**config.mk**
```make
export PLATFORM = sky130hd
export DESIGN_NAME = piezo_sequencer
export DESIGN_NICKNAME = d
export VERILOG_FILES = /design/src/rtl/piezo_sequencer.sv
export SDC_FILE = /design/constraint.sdc
export NUM_CORES = 1
export LEC_CHECK = 0
export ABC_CLOCK_PERIOD_IN_PS = 2850
export CORE_UTILIZATION = 30
export DETAILED_ROUTE_END_ITERATION = 6
export HOLD_SLACK_MARGIN = 0.12
export PLACE_DENSITY_LB_ADDON = 0.3
export SETUP_SLACK_MARGIN = 0.05
export SLEW_MARGIN = 20
export SYNTH_ARGS = -nofsm -noshare
export SYNTH_HDL_FRONTEND = slang
export SYNTH_SLANG_ARGS = --single-unit
```
**constraint.sdc**
```tcl
create_clock -name clk -period 2.85 [get_ports clk]
set_clock_uncertainty 0.1 [all_clocks]
set_input_delay 0.855 -clock clk [delete_from_list [all_inputs] [get_ports clk]]
set_output_delay 0.855 -clock clk [all_outputs]
set_load 0.05 [all_outputs]
```
**src/rtl/piezo_sequencer.sv**
```systemverilog
// piezo_sequencer
//   Queues short melody requests (coin / product events) and plays them one at
//   a time on a piezo driver. Each melody is four notes of NOTE_CYCLES clocks
//   each, followed by GAP_CYCLES silent clocks, after which done pulses.
//   Requests are sticky in a pending register and are served lowest index
//   first; a request for a melody already playing queues one replay.
//
// Parameters
//   NOTE_CYCLES  clocks each note index is held (>= 2)
//   GAP_CYCLES   silent clocks after the 4th note (>= 1)
//
// Ports
//   clk          clock, all state updates on posedge
//   rst          asynchronous active-low reset
//   req[6:0]     event pulses: bit0..2 coins 100/500/1000, bit3..6 products 1..4
//   clear        synchronous flush of pending and active melodies
//   note_state   melody code, 0 = none, req bit i -> code i+1
//   note_played  note slot, 0 = silent, 1..4 = note
//   busy         high while a melody plays or sits in its gap
//   done         one-cycle pulse when a melody completes normally

module piezo_sequencer #(
  parameter int unsigned NOTE_CYCLES = 12500000,
  parameter int unsigned GAP_CYCLES  = 2500000
) (
  input  logic       clk,
  input  logic       rst,
  input  logic [6:0] req,
  input  logic       clear,
  output logic [3:0] note_state,
  output logic [2:0] note_played,
  output logic       busy,
  output logic       done
);

  typedef enum logic [1:0] {
    IDLE = 2'd0,
    PLAY = 2'd1,
    GAP  = 2'd2
  } state_t;

  localparam logic [31:0] NOTE_LAST = 32'(NOTE_CYCLES - 1);
  localparam logic [31:0] GAP_LAST  = 32'(GAP_CYCLES - 1);

  state_t      state_q, state_d;
  logic [6:0]  pending_q, pending_d;
  logic [31:0] cnt_q, cnt_d;
  logic [3:0]  note_state_q, note_state_d;
  logic [2:0]  note_played_q, note_played_d;
  logic        busy_q, busy_d;
  logic        done_q, done_d;

  logic        grant_valid;
  logic [2:0]  grant_idx;
  logic        note_last;
  logic        gap_last;

  // State register: FSM state plus every registered output and the datapath.
  // Outputs come straight from these flops so req/clear never reach a pin
  // combinationally.
  always_ff @(posedge clk or negedge rst) begin
    if (!rst) begin
      state_q       <= IDLE;
      pending_q     <= '0;
      cnt_q         <= '0;
      note_state_q  <= '0;
      note_played_q <= '0;
      busy_q        <= 1'b0;
      done_q        <= 1'b0;
    end else begin
      state_q       <= state_d;
      pending_q     <= pending_d;
      cnt_q         <= cnt_d;
      note_state_q  <= note_state_d;
      note_played_q <= note_played_d;
      busy_q        <= busy_d;
      done_q        <= done_d;
    end
  end

  // Next-state logic. The arbiter picks the lowest set pending bit; scanning
  // from the top down leaves the lowest index as the final assignment.
  always_comb begin
    grant_valid = |pending_q;
    grant_idx   = 3'd0;
    for (int i = 6; i >= 0; i--) begin
      if (pending_q[i]) grant_idx = 3'(i);
    end

    note_last = (cnt_q == NOTE_LAST);
    gap_last  = (cnt_q == GAP_LAST);

    state_d = state_q;
    case (state_q)
      IDLE: if (grant_valid) state_d = PLAY;
      PLAY: if (note_last && (note_played_q == 3'd4)) state_d = GAP;
      GAP:  if (gap_last) state_d = IDLE;
      default: state_d = IDLE;
    endcase

    if (clear) state_d = IDLE;
  end

  // Output / datapath logic: next values for the registered outputs, the
  // duration counter and the pending flags. The counter restarts at every
  // terminal count, so it never approaches its 32-bit limit.
  always_comb begin
    pending_d     = pending_q;
    cnt_d         = cnt_q + 32'd1;
    note_state_d  = note_state_q;
    note_played_d = note_played_q;
    done_d        = 1'b0;

    case (state_q)
      IDLE: begin
        cnt_d = '0;
        if (grant_valid) begin
          pending_d[grant_idx] = 1'b0;
          note_state_d         = {1'b0, grant_idx} + 4'd1;
          note_played_d        = 3'd1;
        end
      end
      PLAY: begin
        if (note_last) begin
          cnt_d = '0;
          if (note_played_q == 3'd4) note_played_d = 3'd0;
          else                       note_played_d = note_played_q + 3'd1;
        end
      end
      GAP: begin
        if (gap_last) begin
          cnt_d        = '0;
          note_state_d = 4'd0;
          done_d       = 1'b1;
        end
      end
      default: begin
        cnt_d = '0;
      end
    endcase

    // A new request in the same cycle as its grant stays pending, which is
    // what makes a mid-melody repeat queue exactly one replay.
    pending_d = pending_d | req;

    busy_d = (state_d != IDLE);

    // Flush wins over everything, including a simultaneous req and a done.
    if (clear) begin
      pending_d     = '0;
      cnt_d         = '0;
      note_state_d  = 4'd0;
      note_played_d = 3'd0;
      done_d        = 1'b0;
      busy_d        = 1'b0;
    end
  end

  assign note_state  = note_state_q;
  assign note_played = note_played_q;
  assign busy        = busy_q;
  assign done        = done_q;

endmodule

```
==> results of run 1 <==
==> cell usage after synthesis (2+ instances only) <==
library cell and n:
buf_2 4, inv_1 19, nor3_1 12, and3_1 4, clkbuf_1 5, xor2_1 2, o31ai_1 4, nand4_1 6
dfrtp_1 50, a21oi_1 14, and4_1 2, o41a_1 2, or3_1 3, or4b_1 2, nor4_1 12, ha_1 8
nor4b_1 2, nor2_1 50, nand3_1 12, nand2_1 17, nand2b_1 2, a211o_1 2, or2_2 3, xnor2_1 28
nor3b_1 3, o21ai_0 7, or4_1 3
==> kinds of logic after synthesis <==
family                   synth area share [%]
AO/OA/AOI/OAI                           9.470
XOR/XNOR                                9.607
adder cells (fa/ha/maj)                 3.660
buffers and inverters                   4.300
flip-flops                              45.75
multiplexers                           0.3660
AND/OR/NAND/NOR                         26.85
==> power breakdown <==
group	internal, uW	switching, uW
sequential	750	33.6
clock	195	240
combinational	167	282
total	1110	555
==> worst max-delay path, delay by kind of cell (launching register included) <==
family          cells  cell delay, ns
simple gates        3            1.50
compound gates      2            0.55
flops               1            0.46
==> per-stage QoR <==
stage                     utilization (%)  hold WS [ns]  total power [uW]
after floorplan                         -        0.3479              1103
after global placement              34.88        0.3675              1251
after detailed placement            34.88        0.3712              1251
after CTS                           35.97        0.3844              1693
after global routing                35.97        0.4309              1775
final                               35.97        0.3830              1668
==> state kept, by name, indices dropped and copies added, names as in the netlist <==
register,count
note_played,3
cnt_q,32
busy,1
done,1
state_q,2
pending_q,7
note_state,4
==> metal layers <==
layer / routed length (um) / vias up
met4: 57 / 0
li1: - / 1082
met5: 0 / -
met3: 189 / 5
met1: 2893 / 1014
met2: 2645 / 28
==> cell type report <==
| type | count | area, um2 | area share, % |
|---|---|---|---|
| flip-flops and latches | 50 | 1251 | 39.70 |
| multi-input cells | 220 | 1366 | 43.35 |
| clock buffers | 6 | 82.58 | 2.620 |
| inverters | 19 | 71.32 | 2.263 |
| clock inverters | 2 | 12.51 | 0.3970 |
| well taps | 108 | 135.1 | 4.287 |
| repair buffers | 24 | 232.7 | 7.384 |
==> worst paths after layout <==
check                      startpoint              to  slack, ns  cells past startpoint
min reg2reg                  cnt_q[0]        cnt_q[0]       0.38                      1
max                         cnt_q[26]  note_played[1]       0.17                      5
max reg2reg                 cnt_q[26]  note_played[1]       0.17                      5
min in group asynchronous         rst    pending_q[5]       0.53                      1
min                          cnt_q[0]        cnt_q[0]       0.38                      1
max in group asynchronous         rst       cnt_q[25]       1.47                      2
==> out/qor.yml, run 1 <==
floorplan:
  dieArea_um2: 9503
  die_x_um: 97.49
  fp.coreArea_um2: 8763
  io_pins: 19
  die_h_um: 97.49
  num_rows: 34
  start_util_pct: 31.21
sta:
  finalHoldViolCount: 0
  setup_tns_ns: 0
  maxSlewHeadroom_pct: 45.06
  fmax_mhz: 373.0
  setup_viol: 0
  grt_setup_unrepaired: "no"
  layout_setup_ws_ns: 0.1690
  fin_crit_sh_pct: 94.07
  slew_viol_final: 0
  finalCriticalPeriod_ns: 2.681
  worst_pin_slew_ns: 0.8241
synth:
  synth_top_area_share_pct: 45.75
  synthFlopType: "dfrtp_1"
  synth_area_leader_cell: "dfrtp_1"
  synth-seq-cells: 50
  yosys-top-cells-area: "dfrtp_1, xnor2_1, nor2_1"
  yosysSeqAreaShare_pct: 45.75
  avgSynthCellArea_um2: 9.148
  syn_area_um2: 2735
  syn_inst: 299
  syn_nets: 317
  synth-edff-count: 0
  async_reset_ff_share_pct: 100.0
  yosysUniqueCellTypes: 48
  yosys_warnings: 0
finish:
  final_layout_size_suffix_gt1_share_pct: 6.542
  final_cell_mix: "nor2_1, dfrtp_1, xnor2_1"
  area_growth_pct: 15.23
  nFillCells: 928
  final_cells: 429
  postLayoutCellArea_um2: 3152
  nets: 338
  n_antenna_cell: 0
clocking:
  cts_setup_buffers: 0
  clockBufferDepth: 2
  clock_latency_ns: 0.31
  cts_root_buf: "clkbuf_8"
  cts_tree: "yes"
  numCtsBuffers: 5
  post_cts_resized: 0
  clkTransAtPathRegs_ns: 0.09
  clock_sinks: 50
  hold_buffers: 0
  htree_levels: 2
global_routing:
  grt.overflow.total: 0
  grt_util_met1_pct: 17.23
  top_usage_layer: "met2"
  antenna_found_initial: 0
  grt_max_degree: 38
  grt_pass1_vias: 2088
  grtUsageMet3_pct: 3.525
  grt_first_pass_wirelength_um: 10090
  grt.total_usage_pct: 12.95
  met2_usage_pct: 20.82
critical_path:
  slowest_delay_ns: 0.56
  path_class: "reg -> reg"
  cp.required_ns: 2.97
  cp_cell_sequence: "or4_1 > or3_1 > o41a_1 > or4b_1 > o31ai_1"
  arrival_ns: 2.80
  cpMaxStageDelayCell: "or4_1"
  cp_max_fo: 7
  cp-start-kind: "register"
  endpoint_kind: "register"
run_status:
  outcome: "finished clean"
place:
  io_buffers: 18
  dp_slack_ns: 0.1914
  place_inst: 421
  dpl.hpwl_um: 4086
  dpl-instance-area_um2: 3057
  place_congestion: 0.8114
drt:
  dr_total_vias: 2129
  vias_per_cell: 4.963
  drt_iter0_drc: 88
  first_pass_iters: 4
  wire_per_inst_um: 13.49
  ant_nets: 0
  wl_um: 5786
  drc: 0
power:
  p_per_area_nw_per_um2: 529.1
  ir_drop_mv: 0.1752
  leakage_uw: 0.001197
min_path:
  hp-class: "reg -> reg"
job:
  drv_cap: 0
Power figures use the tool's default switching activity.
==> run 2: changes to the inputs <==
CAP_MARGIN = 20   (was not set)
CORE_UTILIZATION = 55   (was 30)
==> out/qor.yml, run 2 (synthesis results as in run 1) <==
clocking:
  clkTransAtPathRegs_ns: 0.09  # about the same
  cts_tree: "yes"  # unchanged
  post_cts_resized: 0  # unchanged
  clockBufferDepth: 2  # unchanged
  htree_levels: 2  # unchanged
  clock_latency_ns: 0.31  # about the same
  hold_buffers: 0  # unchanged
  cts_setup_buffers: 0  # unchanged
  cts_root_buf: "clkbuf_8"  # unchanged
  clock_sinks: 50  # unchanged
  numCtsBuffers: 5  # unchanged
global_routing:
  grt_max_degree: 33  # was 38
  grt_pass1_vias: 2112  # was 2088
  grt_util_met1_pct: 29.40  # was 17.23%
  antenna_found_initial: 0  # unchanged
  top_usage_layer: "met2"  # unchanged
  grt_first_pass_wirelength_um: 9487  # was 10090 um
  grtUsageMet3_pct: 4.167  # was 3.525%
  grt.overflow.total: 0  # unchanged
  grt.total_usage_pct: 23.27  # was 12.95%
  met2_usage_pct: 40.81  # was 20.82%
sta:
  fin_crit_sh_pct: 91.62  # was 94.07%
  maxSlewHeadroom_pct: 58.47  # was 45.06%
  grt_setup_unrepaired: "no"  # unchanged
  fmax_mhz: 383.0  # was 373.0 MHz
  worst_pin_slew_ns: 0.6211  # was 0.8241 ns
  finalHoldViolCount: 0  # unchanged
  whs_ns: 0.3855  # was 0.3830 ns
  finalCriticalPeriod_ns: 2.611  # was 2.681 ns
  slew_viol_final: 0  # unchanged
  setup_tns_ns: 0  # unchanged
  setup_viol: 0  # unchanged
power:
  p_int_uw: 1197  # was 1112 uW
  swShare_pct: 31.31  # was 33.31%
  p_comb_share_pct: 25.8  # was 26.9%
  ir_drop_mv: 0.2678  # was 0.1752 mV
  p_per_area_nw_per_um2: 557.5  # was 529.1 nW/um2
  leakage_uw: 0.001211  # was 0.001197 uW
  clkPwrFrac_pct: 29.2  # was 26.1%
  power.share.sequential_pct: 45.0  # was 47.0%
  p_sw_uw: 545.7  # was 555.4 uW
critical_path:
  slowest_delay_ns: 0.58  # was 0.56 ns
  cp-start-kind: "register"  # unchanged
  path_class: "reg -> reg"  # unchanged
  cp_max_fo: 7  # unchanged
  cp_cell_sequence: "or4_1 > or3_1 > o41a_1 > or4b_1 > o31ai_1"  # unchanged
  critical_path.top_delay_family: "simple AND/OR/NAND/NOR gates"  # unchanged
  arrival_ns: 2.73  # was 2.80 ns
  endpoint_kind: "register"  # unchanged
  cpMaxStageDelayCell: "or4_1"  # unchanged
  cp.required_ns: 2.97  # about the same
  critPathBufInv: 0  # unchanged
floorplan:
  start_util_pct: 57.53  # was 31.21%
  die_x_um: 72.52  # was 97.49 um
  num_rows: 25  # was 34
  fp.coreArea_um2: 4755  # was 8763 um2
  die_h_um: 72.52  # was 97.49 um
  dieArea_um2: 5259  # was 9503 um2
  io_pins: 19  # unchanged
finish:
  largest_register: "cnt_q"  # unchanged
  final_cell_mix: "nor2_1, dfrtp_1, xnor2_1"  # unchanged
  nets: 339  # was 338
  multiInputGateArea_um2: 1366  # unchanged
  area_growth_pct: 14.27  # was 15.23%
  final_layout_size_suffix_gt1_share_pct: 6.542  # unchanged
  final-seq-area_um2: 1251  # unchanged
  largest_register_ffs: 32  # unchanged
  n_antenna_cell: 0  # unchanged
  nFillCells: 397  # was 928
  final_core_util_pct: 65.74  # was 35.97%
drt:
  drc: 0  # unchanged
  wire_per_inst_um: 14.15  # was 13.49 um
  drt_iter0_drc: 144  # was 88
  ant_nets: 0  # unchanged
  wl_um: 5490  # was 5786 um
  dr_total_vias: 2159  # was 2129
  first_pass_iters: 4  # unchanged
  vias_per_cell: 5.564  # was 4.963
job:
  drv_cap: 0  # unchanged
min_path:
  hp-class: "reg -> reg"  # unchanged
place:
  dpl.hpwl_um: 3945  # was 4086 um
  place_congestion: 0.8243  # was 0.8114
  io_buffers: 18  # unchanged
run_status:
  outcome: "finished clean"  # unchanged
[run 2: per-stage QoR]
step	power (uW)	setup slack, ns	cells	area, um2
2_1_floorplan	1103	0.2876	299	2735
3_3_place_gp	1241	0.2788	381	3013
3_5_place_dp	1247	0.2494	381	3013
4_1_cts	1753	0.2311	388	3126
5_1_grt	1834	0.1439	388	3126
6_report	1743	0.2388	388	3126
[run 2: area by class of cell]
cell class / count / share of cell area, %
flip-flops and latches: 50 / 40.03
clock inverters: 1 / 0.9608
well taps: 67 / 2.682
inverters: 19 / 2.282
multi-input cells: 220 / 43.71
clock buffers: 6 / 2.642
repair buffers: 25 / 7.686
[run 2: worst paths after layout]
check | from | end | slack (ns) | depth (start not counted)
hold / removal | cnt_q[0] | cnt_q[0] | 0.39 | 1
setup reg to reg | cnt_q[26] | note_played[1] | 0.24 | 5
max in group asynchronous | rst | cnt_q[17] | 1.61 | 2
min in group asynchronous | rst | pending_q[6] | 0.41 | 1
hold reg to reg | cnt_q[0] | cnt_q[0] | 0.39 | 1
setup / recovery | cnt_q[26] | note_played[1] | 0.24 | 5
[run 2: metal layers]
layer	vias to the layer above	wire [um]
met2	24	2753
met3	6	123
met4	0	56
met5	-	0
met1	1044	2557
li1	1085	-
[run 2: power by group through the flow]
stage	clock [uW]	combinational [uW]	sequential, uW
finish	509	450	784
global route	543	499	791
CTS	518	451	784
detailed placement	0	448	799
global placement	0	444	797
floorplan	0	225	878
==> patch 1, RTL diff (settings of run 2) <==
Take the reset off `pending_q` and load it in a clocked block of its own.
--- a/src/rtl/piezo_sequencer.sv
+++ b/src/rtl/piezo_sequencer.sv
@@ -62,5 +62,4 @@
     if (!rst) begin
       state_q       <= IDLE;
-      pending_q     <= '0;
       cnt_q         <= '0;
       note_state_q  <= '0;
@@ -70,5 +69,4 @@
     end else begin
       state_q       <= state_d;
-      pending_q     <= pending_d;
       cnt_q         <= cnt_d;
       note_state_q  <= note_state_d;
@@ -77,4 +75,8 @@
       done_q        <= done_d;
     end
+  end
+
+  always_ff @(posedge clk) begin
+    pending_q <= pending_d;
   end
 
Function: changed (Yosys sat finds a counterexample within 4 cycles, from zero or initial values and one cycle with rst low).
==> patch 1 against run 2 <==
- cell count decreased by 2.8%
- routed wire length down 4.5%
- utilization is 1.0 points lower
- synthesized cell count shrank 5.4%
- sequential cell count did not move
- area after synthesis is 1.4% lower
- design area is 2.2% lower
- via count fell by 1.5%
- non-clock buffer count unchanged
- fmax rose by 3.4%
- worst setup slack improved by 0.085 ns
Power is not compared: it rests on default switching activity, and its combinational part moved more than twofold at a synthesized area within 25%.
==> patch 1: results (changes against run 2) <==
[worst_setup_path]
critPathTopFamily = buffers and inverters
max_stage_delay_ns = 0.83  ; +0.25 ns
worstPathArrival_ns = 1.57  ; -1.16 ns
cp_max_fo = 6  ; -1
timing.rr.start = cnt_q[20]
critical-path-slowest-cell = clkdlybuf4s50_1
critPathCapture = note_played[2]
startpoint = note_played[2]
timing.rr.end = cnt_q[4]
rr_worst_depth = 6  ; +1

[placement]
preCtsSetupSlack_ns = 0.564  ; +0.315 ns
dp_hpwl_um = 3830  ; -3.0%
placed_cell_area_mm2 = 0.00297  ; -1.4%
routabilityCongestion = 0.808  ; -1.9%
placed_cells = 369  ; -3.1%

[pwr]
ir_drop_uv = 318
p_leak_nw = 1.27

[worst_hold_path]
whs_path_depth = 1  ; unchanged

[global_routing]
grt_pass1_wl_um = 9180  ; -3.3%
track_usage_pct = 22.8  ; -0.45 points
use_met1_pct = 33.5  ; +4.1 points
met3_usage_pct = 4.86  ; +0.69 points
grt_pass1_vias = 1934  ; -8.4%
gr-usage-met2_pct = 33.8  ; -7.1 points
antenna_found_initial = 0  ; unchanged

[logic_synthesis]
synth_fa_ha_area_share_pct = 3.71  ; +0.053 points
ys_seq_area_share_pct = 45.1  ; -0.64 points
synth_compound_area_share_pct = 10.4  ; +0.97 points
syn_avg_cell_area_um2 = 9.53  ; +4.2%
synth_cell_types = 47  ; -2.1%
yosys.area_share.xor_xnor_pct = 9.74  ; +0.14 points
synthTopCellsByCount = nor2_1 (46), dfrtp_1 (43), xor2_1 (23)
synthArstFlopShare_pct = 86.0  ; -14 points
synthTopCellsByArea = dfrtp_1 (40%), xor2_1 (7.5%), nor2_1 (6.4%)
syn_nets = 301  ; -5.0%
synthMuxAreaShare_pct = 0  ; -0.37 points

[routing]
totalWireLength_um = 5250  ; -4.5%
drt_iter0_drc = 137  ; -4.9%
vias_per_cell = 5.64  ; +1.4%
top_layer = met4
wl_met3_um = 212  ; +72%
wl_met1_um = 2610  ; +2.1%
wl_met2_um = 2340  ; -15%

[clock_tree]
cts_buffers = 5  ; unchanged

[finish]
stdcell_count = 377  ; -2.8%
layout.nets = 327  ; -3.5%
drive_gt1_share_pct = 7.74  ; +1.2 points
fillCellCount = 405  ; +2.0%

[outcome]
status = finished, final reports clean

[sta]
period_needed_ns = 2.53  ; -0.0852 ns
slew_headroom_pct = 52.9  ; -5.6 points
hold_slack_ns = 0.388  ; +0.00216 ns

==> patch 1: cell types whose count changed after synthesis, moves of 5 or more <==
| cell | before | now |
|---|---|---|
| nor3_1 | 12 | 4 |
| xor2_1 | 2 | 23 |
| inv_1 | 19 | 14 |
| nor4_1 | 12 | 6 |
| and3_1 | 4 | 10 |
| a31oi_1 | 0 | 6 |
| nand4_1 | 6 | 11 |
| xnor2_1 | 28 | 7 |
| dfxtp_1 | 0 | 7 |
| dfrtp_1 | 50 | 43 |
==> patch 1: area by class of cell <==
cell class / count / area (µm²) / area share [%]
Clock buffer: 7 / 76.3 / 2.50
Clock inverter: 1 / 7.51 / 0.246
Sequential cell: 50 / 1220 / 39.8
Inverter: 14 / 52.6 / 1.72
Tap cell: 67 / 83.8 / 2.74
Timing Repair Buffer: 25 / 240 / 7.86
Multi-Input combinational cell: 213 / 1380 / 45.1
==> patch 2, RTL diff (settings of run 2) <==
Made on the original files. The parameter `GAP_CYCLES` goes from 2500000 to 1250000.
--- a/src/rtl/piezo_sequencer.sv
+++ b/src/rtl/piezo_sequencer.sv
@@ -22,5 +22,5 @@
 module piezo_sequencer #(
   parameter int unsigned NOTE_CYCLES = 12500000,
-  parameter int unsigned GAP_CYCLES  = 2500000
+  parameter int unsigned GAP_CYCLES  = 1250000
 ) (
   input  logic       clk,
Behaviour: no difference found for any inputs over 10 cycles, from zero or initial values and one cycle with rst low; that may be too few to reach the edited logic, so the function may still have changed.
==> patch 2 against run 2 <==
- design area down 2.6%
- critical path depth stayed put
- worst setup slack lost 0.0057 ns
- sequential cell count is the same
- sequential share of layout area up 1.1 points
- area after synthesis fell by 2.2%
- routed wire length up 2.8%
- global-route usage up 0.98 points
- fmax shrank 0.22%
- critical path type unchanged
Power is not compared: it rests on default switching activity, and its combinational part moved more than twofold at a synthesized area within 25%.
==> patch 2: results (changes against run 2) <==
[finish]
drive_gt1_share_pct = 6.15  ; -0.39 points
nMultiInputCombCells = 211  ; -4.1%
seq_cells = 50  ; unchanged
buffer_area_share_pct = 7.23  ; -0.45 points
num-nonclk-inverters = 16  ; -3
layout.nets = 326  ; -3.8%
seq_share_pct = 41.1  ; +1.1 points

[global_routing]
track_usage_pct = 24.3  ; +0.98 points
grt_pass1_wl_um = 9720  ; +2.4%
met3_usage_pct = 4.50  ; +0.33 points
use_met1_pct = 30.5  ; +1.1 points

[logic_synthesis]
synthTopCellsByArea = dfrtp_1 (47%), xor2_1 (7.2%), nor2_1 (5.9%)
synthTopCellsByCount = dfrtp_1 (50), nor2_1 (42), xor2_1 (22)
synth_fa_ha_area_share_pct = 3.74  ; +0.080 points
yosys.area_share.xor_xnor_pct = 10.1  ; +0.54 points
netlist_instances = 286  ; -4.3%
syn_nets = 304  ; -4.1%

[outcome]
status = finished, final reports clean

[worst_setup_path]
worstPathArrival_ns = 2.76  ; +0.03 ns
startpoint = cnt_q[6]

[routing]
vias = 2181  ; +1.0%
wire_per_inst_um = 15.6  ; +9.9%
drt_iter0_drc = 173  ; +20%

[placement]
placed_cells = 355  ; -6.8%
preCtsSetupSlack_ns = 0.265  ; +0.0161 ns

## patch 2: power by group
part	internal (mW)	switching [mW]	leakage (nW)
registers	0.730	0.0193	0.682
logic	0.0803	0.142	0.525
clock network	0.259	0.236	0.0579
## patch 2: worst max-delay path, cell delays in order (launching register included)
cell	delay, ns
dfrtp_1	0.45
or3b_1	0.37
or4b_4	0.54
or4_2	0.64
a311oi_1	0.33
a2111o_1	0.14
## patch 2: through the flow
| stage | util [%] | instance area, µm² | hold slack [ns] |
|---|---|---|---|
| 2_1_floorplan | - | 2680 | 0.355 |
| 3_3_place_gp | 62.6 | 2940 | 0.372 |
| 3_5_place_dp | 62.6 | 2940 | 0.376 |
| 4_1_cts | 64.9 | 3040 | 0.393 |
| 5_1_grt | 64.9 | 3040 | 0.408 |
| 6_report | 64.9 | 3040 | 0.389 |
## patch 2: cell families after synthesis
group                    Yosys count
AO/OA/AOI/OAI                     39
XOR/XNOR                          31
buffers and inverters             25
AND/OR/NAND/NOR                  133
flip-flops                        50
adder cells (fa/ha/maj)            8
